==> config.mk <==
export PLATFORM = sky130hd
export DESIGN_NAME = fcc_cluster_stats_flat
export DESIGN_NICKNAME = d
export VERILOG_FILES = /design/src/rtl/fcc_cluster_stats_if.sv /design/src/rtl/fcc_cluster_stats.sv /design/src/flat_wrapper.sv
export SDC_FILE = /design/constraint.sdc
export NUM_CORES = 2
export LEC_CHECK = 0
export CORE_MARGIN = 4
export CORE_UTILIZATION = 50
export DETAILED_ROUTE_END_ITERATION = 12
export PLACE_DENSITY = 0.77
export SLEW_MARGIN = 0
export SYNTH_ARGS = -nofsm -noshare
export SYNTH_HDL_FRONTEND = slang
export SYNTH_SLANG_ARGS = --single-unit
==> constraint.sdc <==
create_clock -name clk -period 8.3 [get_ports clk]
set_clock_uncertainty 0.15 [all_clocks]
set_input_delay 2.49 -clock clk [delete_from_list [all_inputs] [get_ports clk]]
set_output_delay 2.49 -clock clk [all_outputs]
set_load 0.02 [all_outputs]
==> src/rtl/fcc_cluster_stats_if.sv <==
// Stream bundle for the cluster statistics stage: the labelled point input,
// the cluster record output and the end-of-frame summary.
interface fcc_cluster_stats_if #(
    parameter int LABEL_W = 16,
    parameter int ROW_W   = 8,
    parameter int COL_W   = 5,
    parameter int IDX_W   = 5,
    parameter int CNT_W   = 10
);
    logic               in_valid;
    logic               in_ready;
    logic [ROW_W-1:0]   in_row;
    logic [COL_W-1:0]   in_col;
    logic [LABEL_W-1:0] in_label;
    logic               in_last;

    logic               out_valid;
    logic               out_ready;
    logic [LABEL_W-1:0] out_label;
    logic [CNT_W-1:0]   out_count;
    logic [ROW_W-1:0]   out_row_min;
    logic [ROW_W-1:0]   out_row_max;
    logic [COL_W-1:0]   out_col_min;
    logic [COL_W-1:0]   out_col_max;

    logic               frame_done;
    logic [IDX_W:0]     frame_clusters;
    logic [CNT_W-1:0]   overflow_cnt;

    // Producer/consumer side (the environment around the stage)
    modport master (
        output in_valid, in_row, in_col, in_label, in_last, out_ready,
        input  in_ready, out_valid, out_label, out_count,
               out_row_min, out_row_max, out_col_min, out_col_max,
               frame_done, frame_clusters, overflow_cnt
    );

    // The statistics stage itself
    modport slave (
        input  in_valid, in_row, in_col, in_label, in_last, out_ready,
        output in_ready, out_valid, out_label, out_count,
               out_row_min, out_row_max, out_col_min, out_col_max,
               frame_done, frame_clusters, overflow_cnt
    );
endinterface

==> src/rtl/fcc_cluster_stats.sv <==
// Cluster statistics stage: accumulates per-label point count and bounding
// box over one frame, then scans the table and emits every label with at
// least MIN_PTS points, followed by a one-cycle frame summary.
module fcc_cluster_stats #(
    parameter int LABEL_W    = 16,
    parameter int ROW_W      = 8,
    parameter int COL_W      = 5,
    parameter int NUM_LABELS = 32,
    parameter int IDX_W      = 5,
    parameter int CNT_W      = 10,
    parameter int MIN_PTS    = 3
) (
    input  logic                  clk,
    input  logic                  rst,
    fcc_cluster_stats_if.slave    bus
);

    typedef enum logic [1:0] {
        CLEAR = 2'd0,
        ACCUM = 2'd1,
        SCAN  = 2'd2,
        DONE  = 2'd3
    } state_t;

    state_t state, state_nxt;

    logic [IDX_W-1:0] idx;
    logic             scan_done;

    // Per-label table; min/max are only meaningful once count is non-zero,
    // so only the count needs clearing between frames.
    logic [CNT_W-1:0] cnt_tab  [NUM_LABELS];
    logic [ROW_W-1:0] rmin_tab [NUM_LABELS];
    logic [ROW_W-1:0] rmax_tab [NUM_LABELS];
    logic [COL_W-1:0] cmin_tab [NUM_LABELS];
    logic [COL_W-1:0] cmax_tab [NUM_LABELS];

    logic               out_valid_q;
    logic [LABEL_W-1:0] out_label_q;
    logic [CNT_W-1:0]   out_count_q;
    logic [ROW_W-1:0]   out_row_min_q;
    logic [ROW_W-1:0]   out_row_max_q;
    logic [COL_W-1:0]   out_col_min_q;
    logic [COL_W-1:0]   out_col_max_q;
    logic [IDX_W:0]     frame_clusters_q;
    logic [CNT_W-1:0]   overflow_cnt_q;

    logic             in_ready_c;
    logic             frame_done_c;
    logic             accept_in;
    logic             label_ok;
    logic [IDX_W-1:0] entry;
    logic             last_idx;
    logic             stall;
    logic             rec_accept;
    logic             qualify;
    logic             scan_step;

    assign accept_in  = bus.in_valid && in_ready_c;
    assign label_ok   = bus.in_label < LABEL_W'(NUM_LABELS);
    assign entry      = bus.in_label[IDX_W-1:0];
    assign last_idx   = (idx == IDX_W'(NUM_LABELS - 1));
    assign stall      = out_valid_q && !bus.out_ready;
    assign rec_accept = out_valid_q && bus.out_ready;
    assign qualify    = (cnt_tab[idx] >= CNT_W'(MIN_PTS));
    assign scan_step  = (state == SCAN) && !scan_done && !stall;

    assign bus.in_ready       = in_ready_c;
    assign bus.frame_done     = frame_done_c;
    assign bus.out_valid      = out_valid_q;
    assign bus.out_label      = out_label_q;
    assign bus.out_count      = out_count_q;
    assign bus.out_row_min    = out_row_min_q;
    assign bus.out_row_max    = out_row_max_q;
    assign bus.out_col_min    = out_col_min_q;
    assign bus.out_col_max    = out_col_max_q;
    assign bus.frame_clusters = frame_clusters_q;
    assign bus.overflow_cnt   = overflow_cnt_q;

    // State register; reset always restarts with a full table clear
    always_ff @(posedge clk) begin
        if (rst) begin
            state <= CLEAR;
        end else begin
            state <= state_nxt;
        end
    end

    // Next-state decode plus the purely state-derived outputs
    always_comb begin
        state_nxt    = state;
        in_ready_c   = 1'b0;
        frame_done_c = 1'b0;
        case (state)
            CLEAR: begin
                if (last_idx) begin
                    state_nxt = ACCUM;
                end
            end
            ACCUM: begin
                in_ready_c = 1'b1;
                if (bus.in_valid && bus.in_last) begin
                    state_nxt = SCAN;
                end
            end
            SCAN: begin
                if (scan_done && (!out_valid_q || rec_accept)) begin
                    state_nxt = DONE;
                end
            end
            DONE: begin
                frame_done_c = 1'b1;
                state_nxt    = CLEAR;
            end
            default: begin
                state_nxt = CLEAR;
            end
        endcase
    end

    // Table index walker shared by the clear and scan passes
    always_ff @(posedge clk) begin
        if (rst) begin
            idx       <= '0;
            scan_done <= 1'b0;
        end else begin
            case (state)
                CLEAR: begin
                    idx <= last_idx ? '0 : idx + IDX_W'(1);
                end
                ACCUM: begin
                    idx       <= '0;
                    scan_done <= 1'b0;
                end
                SCAN: begin
                    if (scan_step) begin
                        if (last_idx) begin
                            scan_done <= 1'b1;
                        end else begin
                            idx <= idx + IDX_W'(1);
                        end
                    end
                end
                default: begin
                    idx       <= '0;
                    scan_done <= 1'b0;
                end
            endcase
        end
    end

    // Table maintenance: clear one count per cycle, or fold in an accepted
    // point as a single-cycle read-modify-write so repeated labels are safe
    always_ff @(posedge clk) begin
        if (!rst) begin
            if (state == CLEAR) begin
                cnt_tab[idx] <= '0;
            end else if (accept_in && label_ok) begin
                if (cnt_tab[entry] == '0) begin
                    cnt_tab[entry]  <= CNT_W'(1);
                    rmin_tab[entry] <= bus.in_row;
                    rmax_tab[entry] <= bus.in_row;
                    cmin_tab[entry] <= bus.in_col;
                    cmax_tab[entry] <= bus.in_col;
                end else begin
                    if (cnt_tab[entry] != '1) begin
                        cnt_tab[entry] <= cnt_tab[entry] + CNT_W'(1);
                    end
                    if (bus.in_row < rmin_tab[entry]) begin
                        rmin_tab[entry] <= bus.in_row;
                    end
                    if (bus.in_row > rmax_tab[entry]) begin
                        rmax_tab[entry] <= bus.in_row;
                    end
                    if (bus.in_col < cmin_tab[entry]) begin
                        cmin_tab[entry] <= bus.in_col;
                    end
                    if (bus.in_col > cmax_tab[entry]) begin
                        cmax_tab[entry] <= bus.in_col;
                    end
                end
            end
        end
    end

    // Record output register: load a qualifying entry while the scan is
    // moving, otherwise drop valid once the consumer has taken the record
    always_ff @(posedge clk) begin
        if (rst) begin
            out_valid_q   <= 1'b0;
            out_label_q   <= '0;
            out_count_q   <= '0;
            out_row_min_q <= '0;
            out_row_max_q <= '0;
            out_col_min_q <= '0;
            out_col_max_q <= '0;
        end else if (scan_step && qualify) begin
            out_valid_q   <= 1'b1;
            out_label_q   <= LABEL_W'(idx);
            out_count_q   <= cnt_tab[idx];
            out_row_min_q <= rmin_tab[idx];
            out_row_max_q <= rmax_tab[idx];
            out_col_min_q <= cmin_tab[idx];
            out_col_max_q <= cmax_tab[idx];
        end else if (rec_accept) begin
            out_valid_q <= 1'b0;
        end
    end

    // Frame summary counters; they stay readable through DONE and CLEAR and
    // restart when the next frame opens
    always_ff @(posedge clk) begin
        if (rst) begin
            frame_clusters_q <= '0;
            overflow_cnt_q   <= '0;
        end else if (state == CLEAR) begin
            if (last_idx) begin
                frame_clusters_q <= '0;
                overflow_cnt_q   <= '0;
            end
        end else begin
            if (rec_accept) begin
                frame_clusters_q <= frame_clusters_q + (IDX_W+1)'(1);
            end
            if (accept_in && !label_ok && (overflow_cnt_q != '1)) begin
                overflow_cnt_q <= overflow_cnt_q + CNT_W'(1);
            end
        end
    end

endmodule

==> src/flat_wrapper.sv <==
// flat-port wrapper written by rule: the top's interface ports become plain ports
module fcc_cluster_stats_flat 
#(
    parameter int LABEL_W    = 16,
    parameter int ROW_W      = 8,
    parameter int COL_W      = 5,
    parameter int NUM_LABELS = 32,
    parameter int IDX_W      = 5,
    parameter int CNT_W      = 10,
    parameter int MIN_PTS    = 3
)
  (clk, rst, bus_in_valid, bus_in_row, bus_in_col, bus_in_label, bus_in_last, bus_out_ready, bus_in_ready, bus_out_valid, bus_out_label, bus_out_count, bus_out_row_min, bus_out_row_max, bus_out_col_min, bus_out_col_max, bus_frame_done, bus_frame_clusters, bus_overflow_cnt);
  fcc_cluster_stats_if #(.LABEL_W(LABEL_W), .ROW_W(ROW_W), .COL_W(COL_W), .IDX_W(IDX_W), .CNT_W(CNT_W)) bus_i ();
  input  logic clk;
  input  logic rst;
  input wire logic [$bits(bus_i.in_valid)-1:0] bus_in_valid;
  input wire logic [$bits(bus_i.in_row)-1:0] bus_in_row;
  input wire logic [$bits(bus_i.in_col)-1:0] bus_in_col;
  input wire logic [$bits(bus_i.in_label)-1:0] bus_in_label;
  input wire logic [$bits(bus_i.in_last)-1:0] bus_in_last;
  input wire logic [$bits(bus_i.out_ready)-1:0] bus_out_ready;
  output wire logic [$bits(bus_i.in_ready)-1:0] bus_in_ready;
  output wire logic [$bits(bus_i.out_valid)-1:0] bus_out_valid;
  output wire logic [$bits(bus_i.out_label)-1:0] bus_out_label;
  output wire logic [$bits(bus_i.out_count)-1:0] bus_out_count;
  output wire logic [$bits(bus_i.out_row_min)-1:0] bus_out_row_min;
  output wire logic [$bits(bus_i.out_row_max)-1:0] bus_out_row_max;
  output wire logic [$bits(bus_i.out_col_min)-1:0] bus_out_col_min;
  output wire logic [$bits(bus_i.out_col_max)-1:0] bus_out_col_max;
  output wire logic [$bits(bus_i.frame_done)-1:0] bus_frame_done;
  output wire logic [$bits(bus_i.frame_clusters)-1:0] bus_frame_clusters;
  output wire logic [$bits(bus_i.overflow_cnt)-1:0] bus_overflow_cnt;
  assign bus_i.in_valid = bus_in_valid;
  assign bus_i.in_row = bus_in_row;
  assign bus_i.in_col = bus_in_col;
  assign bus_i.in_label = bus_in_label;
  assign bus_i.in_last = bus_in_last;
  assign bus_i.out_ready = bus_out_ready;
  assign bus_in_ready = bus_i.in_ready;
  assign bus_out_valid = bus_i.out_valid;
  assign bus_out_label = bus_i.out_label;
  assign bus_out_count = bus_i.out_count;
  assign bus_out_row_min = bus_i.out_row_min;
  assign bus_out_row_max = bus_i.out_row_max;
  assign bus_out_col_min = bus_i.out_col_min;
  assign bus_out_col_max = bus_i.out_col_max;
  assign bus_frame_done = bus_i.frame_done;
  assign bus_frame_clusters = bus_i.frame_clusters;
  assign bus_overflow_cnt = bus_i.overflow_cnt;
  fcc_cluster_stats #(.LABEL_W(LABEL_W), .ROW_W(ROW_W), .COL_W(COL_W), .NUM_LABELS(NUM_LABELS), .IDX_W(IDX_W), .CNT_W(CNT_W), .MIN_PTS(MIN_PTS)) u_core (.clk(clk), .rst(rst), .bus(bus_i));
endmodule
Yosys cells after proc, flatten, opt, wreduce, memory -nomap -nowiden
Memories as Yosys holds them, arrays and structs flattened. A register that Yosys moved wholly into a read port is not among the register bits.
Index checks and enable logic that the tools add are counted.
{"block": "word_totals", "elab_cells": 138, "ram_bits": 1152, "input_bits": 34, "mem_count": 5, "register_bits": 40}
{"block": "op_classes", "n_mux": 69, "n_reduce_logical": 28, "add_sub_neg": 4, "n_bitwise": 6, "eq_ne": 12, "n_lt_le_gt_ge": 6}
{"name": "u_core.cnt_tab", "words": 32, "word_bits": 10, "rd": 2, "rd_clocked_by_memory_dff": 1, "wr": 1, "line": "fcc_cluster_stats.sv:32", "rtl": "logic [CNT_W-1:0] cnt_tab [NUM_LABELS];"}
{"name": "u_core.rmax_tab", "words": 32, "word_bits": 8, "rd": 2, "rd_clocked_by_memory_dff": 1, "wr": 1, "line": "fcc_cluster_stats.sv:34", "rtl": "logic [ROW_W-1:0] rmax_tab [NUM_LABELS];"}
{"name": "u_core.rmin_tab", "words": 32, "word_bits": 8, "rd": 2, "rd_clocked_by_memory_dff": 1, "wr": 1, "line": "fcc_cluster_stats.sv:33", "rtl": "logic [ROW_W-1:0] rmin_tab [NUM_LABELS];"}
{"name": "u_core.cmax_tab", "words": 32, "word_bits": 5, "rd": 2, "rd_clocked_by_memory_dff": 1, "wr": 1, "line": "fcc_cluster_stats.sv:36", "rtl": "logic [COL_W-1:0] cmax_tab [NUM_LABELS];"}
{"name": "u_core.cmin_tab", "words": 32, "word_bits": 5, "rd": 2, "rd_clocked_by_memory_dff": 1, "wr": 1, "line": "fcc_cluster_stats.sv:35", "rtl": "logic [COL_W-1:0] cmin_tab [NUM_LABELS];"}
{"cell": "$mux W10", "count": 5}
{"cell": "$mux W1", "count": 45}
{"cell": "$mux W5", "count": 8}
{"cell": "$add A10 B1 Y10 const B", "count": 2}
{"cell": "$ne A10 B10 Y1 const B", "count": 2}
{"cell": "$mux W6", "count": 3}
{"cell": "$lt A16 B6 Y1 const B", "count": 1}
{"cell": "$mux W8", "count": 2}
{"cell": "$logic_and A1 B1 Y1", "count": 11}
{"cell": "$ge A10 B2 Y1 const B", "count": 1}
{"cell": "$logic_not A10 Y1", "count": 1}
{"cell": "$pmux W5 S2", "count": 1}
{"cell": "$reduce_or A10 Y1", "count": 1}
{"cell": "$gt A8 B8 Y1", "count": 1}
{"cell": "$lt A8 B8 Y1", "count": 1}
{"cell": "$ne A2 B1 Y1 const B", "count": 4}
{"cell": "$pmux W2 S4", "count": 1}
{"cell": "$add A6 B1 Y6 const B", "count": 1}
{"cell": "$mux W2", "count": 3}
{"cell": "$reduce_and A2 Y1", "count": 3}
{"cell": "$reduce_and A3 Y1", "count": 2}
{"cell": "$reduce_bool A2 Y1", "count": 3}
{"cell": "$add A5 B1 Y5 const B", "count": 1}
{"cell": "$eq A5 B5 Y1 const B", "count": 1}
{"cell": "other kinds (11)", "count": 21}

Logic depth before layout (Yosys ltp)
{"block": "logic_depth", "ltp_word": 11, "ltp_mapped": 21, "depth_no_buf": 13}

Worst setup path before layout
Ideal clock, no wire load.
{"block": "synth_timing", "path_type": "input to register", "from": "in bus_in_label[0]", "to": "mem u_core.rmin_tab[10][0] (enable)", "n_path_buf": 8, "required_ps": 7767, "slack_ps": 1324, "path_stages": 18, "arrival_time_ps": 6443, "path_cell_list": "buf_6 > buf_8 > buf_6 > buf_4 > buf_4 > buf_2 > buf_2 > mux4_2 > a22oi_1 > nand3_1 > a21oi_1 > ha_1 > a21o_1 > a21o_1 > a21oi_1 > a21boi_4 > buf_6 > nor3_1"}
{"block": "synth_between", "elab_chain_len": 9, "elab_cells_between_ends": 18, "cone_classes": "2 x order compare; 11 x mux; 1 x bitwise; 2 x reduce/logical; 2 x memory"}
{"item": "from (decl)", "line": "flat_wrapper.sv:19", "rtl": "input wire logic [$bits(bus_i.in_label)-1:0] bus_in_label;"}
{"item": "$mem_v2 Z32 W8"}
{"item": "$lt A8 B8 Y1", "line": "fcc_cluster_stats.sv:169", "rtl": "if (bus.in_row < rmin_tab[entry]) begin"}
{"item": "$mux W1", "line": "fcc_cluster_stats.sv:169"}
{"item": "$mux W1", "line": "fcc_cluster_stats.sv:159", "rtl": "if (cnt_tab[entry] == '0) begin"}
{"item": "$mux W1", "line": "fcc_cluster_stats.sv:158", "rtl": "end else if (accept_in && label_ok) begin"}
{"item": "$mux W1", "line": "fcc_cluster_stats.sv:156", "rtl": "if (state == CLEAR) begin"}
{"item": "$mux W1", "line": "fcc_cluster_stats.sv:155", "rtl": "if (!rst) begin"}
{"item": "$mux W1 (implied by the code)", "line": "fcc_cluster_stats.sv:170", "rtl": "rmin_tab[entry] <= bus.in_row;"}
{"item": "$or A1 B1 Y1 (no line)"}
{"item": "to (decl)", "line": "fcc_cluster_stats.sv:33"}
Several ways; a longest one is shown, not always the timed one.

Worst setup path after layout
{"block": "layout_timing", "from": "in bus_in_label[3]", "to": "mem u_core.cnt_tab[9][4] (enable)"}
{"block": "layout_between", "elab_chain_len": 11, "elab_cells_between_ends": 20, "cone_classes": "1 x order compare; 1 x eq/ne; 13 x mux; 1 x bitwise; 3 x reduce/logical; 1 x memory"}
{"item": "$mem_v2 Z32 W10"}
{"item": "$ne A10 B10 Y1", "line": "fcc_cluster_stats.sv:166", "rtl": "if (cnt_tab[entry] != '1) begin"}
{"item": "$mux W1", "line": "fcc_cluster_stats.sv:166"}
{"item": "$mux W1", "line": "fcc_cluster_stats.sv:159"}
{"item": "$mux W1", "line": "fcc_cluster_stats.sv:158"}
{"item": "$mux W1", "line": "fcc_cluster_stats.sv:156"}
{"item": "$mux W1", "line": "fcc_cluster_stats.sv:155"}
{"item": "$mux W1 (implied by the code)", "line": "fcc_cluster_stats.sv:167", "rtl": "cnt_tab[entry] <= cnt_tab[entry] + CNT_W'(1);"}
{"item": "$or A1 B1 Y1 (no line)"}
{"item": "$reduce_or A10 Y1 (no line)"}
{"item": "$mux W5 (no line) or $mux W1 (tied branches)"}
{"item": "to (decl)", "line": "fcc_cluster_stats.sv:32"}
Several ways; a longest one is shown, not always the timed one.

==> metrics.txt <==
Reg2Reg Capture Point=u_core.bus.out_col_min[3]; CP Data Required Time=8490 ps; register area share after synthesis=around 62%; VDD IR-drop max=184 uV; num rows=about 120; final net count=3424; Final Critical Period=7380 ps; xor and xnor area share after synthesis=0.212%; hold path start=u_core.bus.out_label[4]; fin cells=4964; Synth Cell Area=0.0579 mm^2; synth top area cells=edfxtp_1 60%, mux4_2 20%, mux2i_1 4.1%; reg2reg setup slack=about 3400 ps; GPL Wtd Cong=1.02; initial core utilization=50.5%; period utilization=88.9%; Syn-to-layout area delta=11.5%; post-synthesis compound-gate area fraction=under 10%; most common cell after layout, fill and taps aside=edfxtp_1; layout cells sized above 1=27.6%; mux cell area share after synthesis=24.7%; first-pass GRT wire length=around 250 mm; H-tree levels=3; CTS sink count=1223; unrepaired setup endpoints after global routing=no; setup_tns=0 ps; Final Util=56.3%; Post-CTS Resized=0; Die Wd=348 um; filler cell count=between 8000 and 9000; DP HPWL=119 mm; worst setup path start=bus_in_label[3]; Synth area leader=edfxtp_1; hold path depth=2; CP arrival=around 7600 ps; Synthesis Warnings=0; CTS clk-pin slew, worst paths=60 ps; f_max=0.136 GHz; post-cts hold buffer count=0; FF+latch count, synth=1223; routed wire length=175 mm; Max Root-Sink Buffers=3; EDFF count, synth=about 1200; Inserted Clock Buffers=116; Post-Synth Simple-Gate Area=roughly 4.7%; outcome=completed; Setup crit end kind=flip-flop; initial antenna violation count=6; Ports=105; max_slew headroom=8.67%; DR vias=35600; detailed-route DRC error count=0; Congestion Overflow GR=0; Fin. Hold Viols=0; pwr/cell area=230 mW/mm^2; total of max-cap violations=0; dpl cells=4750; Final Setup Violations=0; Hold Path Class=flip-flop to flip-flop; DRT Pass-1 Iters=8; R2R cell count=9; worst-path maximum fanout=13; leakage=20.7 nW; ANT nets after route=0; vias in the first global route=34600; core area=around 0.11 mm^2; CTS tree=yes; worst skew pair latency=between 700 and 800 ps; hold endpoint=u_core.bus.out_label[4]; Avg Inst Size Synth=roughly 18 um^2; ys async rst share=0%; I/O Buffers=93; Die Ht=348 um; commonest non-fill, non-tap cells in the layout=1152 x edfxtp_1, 523 x mux4_2, 235 x mux2i_1, 147 x buf_4, 118 x clkbuf_16; Via density=7.17; adder-cell share of the synthesized area=0.735%; ys flop type=edfxtp_1; Iteration-0 DRC Markers=6174; Post-CTS Setup Repair Bufs=0; Slew @ Worst Pin=1360 ps; All-Layer GR Usage=~29%; Netlist cell types=78; fin. max-slew vios=0; CP startpoint kind=primary input; combinational family with the most area after synthesis=multiplexers; WL/cell=35.2 um; Gate Count Post-Synth=roughly 3200; Die Area=0.121 mm^2; critical path class=primary input to flip-flop; top cell type's share of synthesized area=59.8%; largest net degree at the start of global routing=109; clk root buf=clkbuf_16
## layer usage
metal	global-route usage [%]	wire length (um)	vias to the layer above
met2	43.5	79500	3042
met4	10.5	7680	8
met5	0.353	208	-
li1	-	-	13900
met1	38.9	60900	18200
met3	9.14	26400	512
## worst max-delay path by stage
stage | endpoint
finish | u_core.cnt_tab[9][4]
CTS | u_core.cnt_tab[11][7]
detailed placement | u_core.cnt_tab[10][7]
global placement | u_core.cnt_tab[10][7]
floorplan | u_core.rmin_tab[10][0]
global route | u_core.cnt_tab[9][0]
## where the power goes
group / total, mW / switching (mW) / internal (mW) / leakage [nW]
Sequential: 6.90 / 0.131 / 6.76 / 11.7
Clock: 5.43 / 2.34 / 3.09 / 1.86
Combinational: 2.53 / 1.45 / 1.08 / 7.17
## sequential cells by signal, indices dropped and copies added, names as in the netlist, 6 cells and up, named ones only
name,flops
u_core.bus.out_row_min,8
u_core.cnt_tab,320
u_core.bus.out_count,10
u_core.bus.frame_clusters,6
u_core.cmax_tab,160
u_core.bus.out_row_max,8
u_core.rmax_tab,256
u_core.bus.overflow_cnt,10
u_core.rmin_tab,256
u_core.cmin_tab,160
## critical path, stage by stage
cell and delay [ps]:
clkdlybuf4s50_1 720, buf_4 330, or4b_1 740, o22ai_1 300, nor4_1 100, nand2_1 180
ha_1 250, nand4_2 190, o31ai_4 1010, mux2i_1 410, nor2_1 830
## cell type report
cell class / count / area (um^2) / share of cell area (%)
Antenna cell: 4 / 10.0 / 0.0155
Clock buffer: 134 / 3010 / 4.67
Clock inverter: 76 / 842 / 1.31
Inverter: 21 / 78.8 / 0.122
Multi-Input combinational cell: 1745 / 20500 / 31.8
Sequential cell: 1223 / 36000 / 55.9
Tap cell: 1512 / 1890 / 2.93
Timing Repair Buffer: 249 / 2150 / 3.33
## metrics by stage
step                      setup WS, ps  instance area (um^2)  power, mW  hold WS, ps
after CTS                         1080                 64500       14.8          335
final                              922                 64500       14.9          335
after global placement             481                 60600       9.48          317
after global routing               799                 64500       15.2          355
after detailed placement           368                 60600       9.50          326
after floorplan                   1320                 57900       8.67          357
## cell families (layout without fill, tap and decap cells)
logic type | Yosys count | in the layout
other | 1 | 15
AND/OR/NAND/NOR | 499 | 499
adder cells (fa/ha/maj) | 34 | 34
buffers and inverters | 283 | 480
AO/OA/AOI/OAI | 414 | 414
flip-flops | 1223 | 1223
multiplexers | 773 | 773
XOR/XNOR | 14 | 14
## cell usage after synthesis, types with 36 or more instances
cell type / number
edfxtp_1: 1152
mux4_2: 523
mux2i_1: 235
nor2_1: 122
clkbuf_1: 116
nand2_1: 88
o22ai_1: 84
nor2b_1: 82
a22oi_1: 79
o21ai_0: 75
dfxtp_1: 71
buf_2: 64
a21oi_1: 46
nand3_1: 36
(Power assumes the default switching activity.)
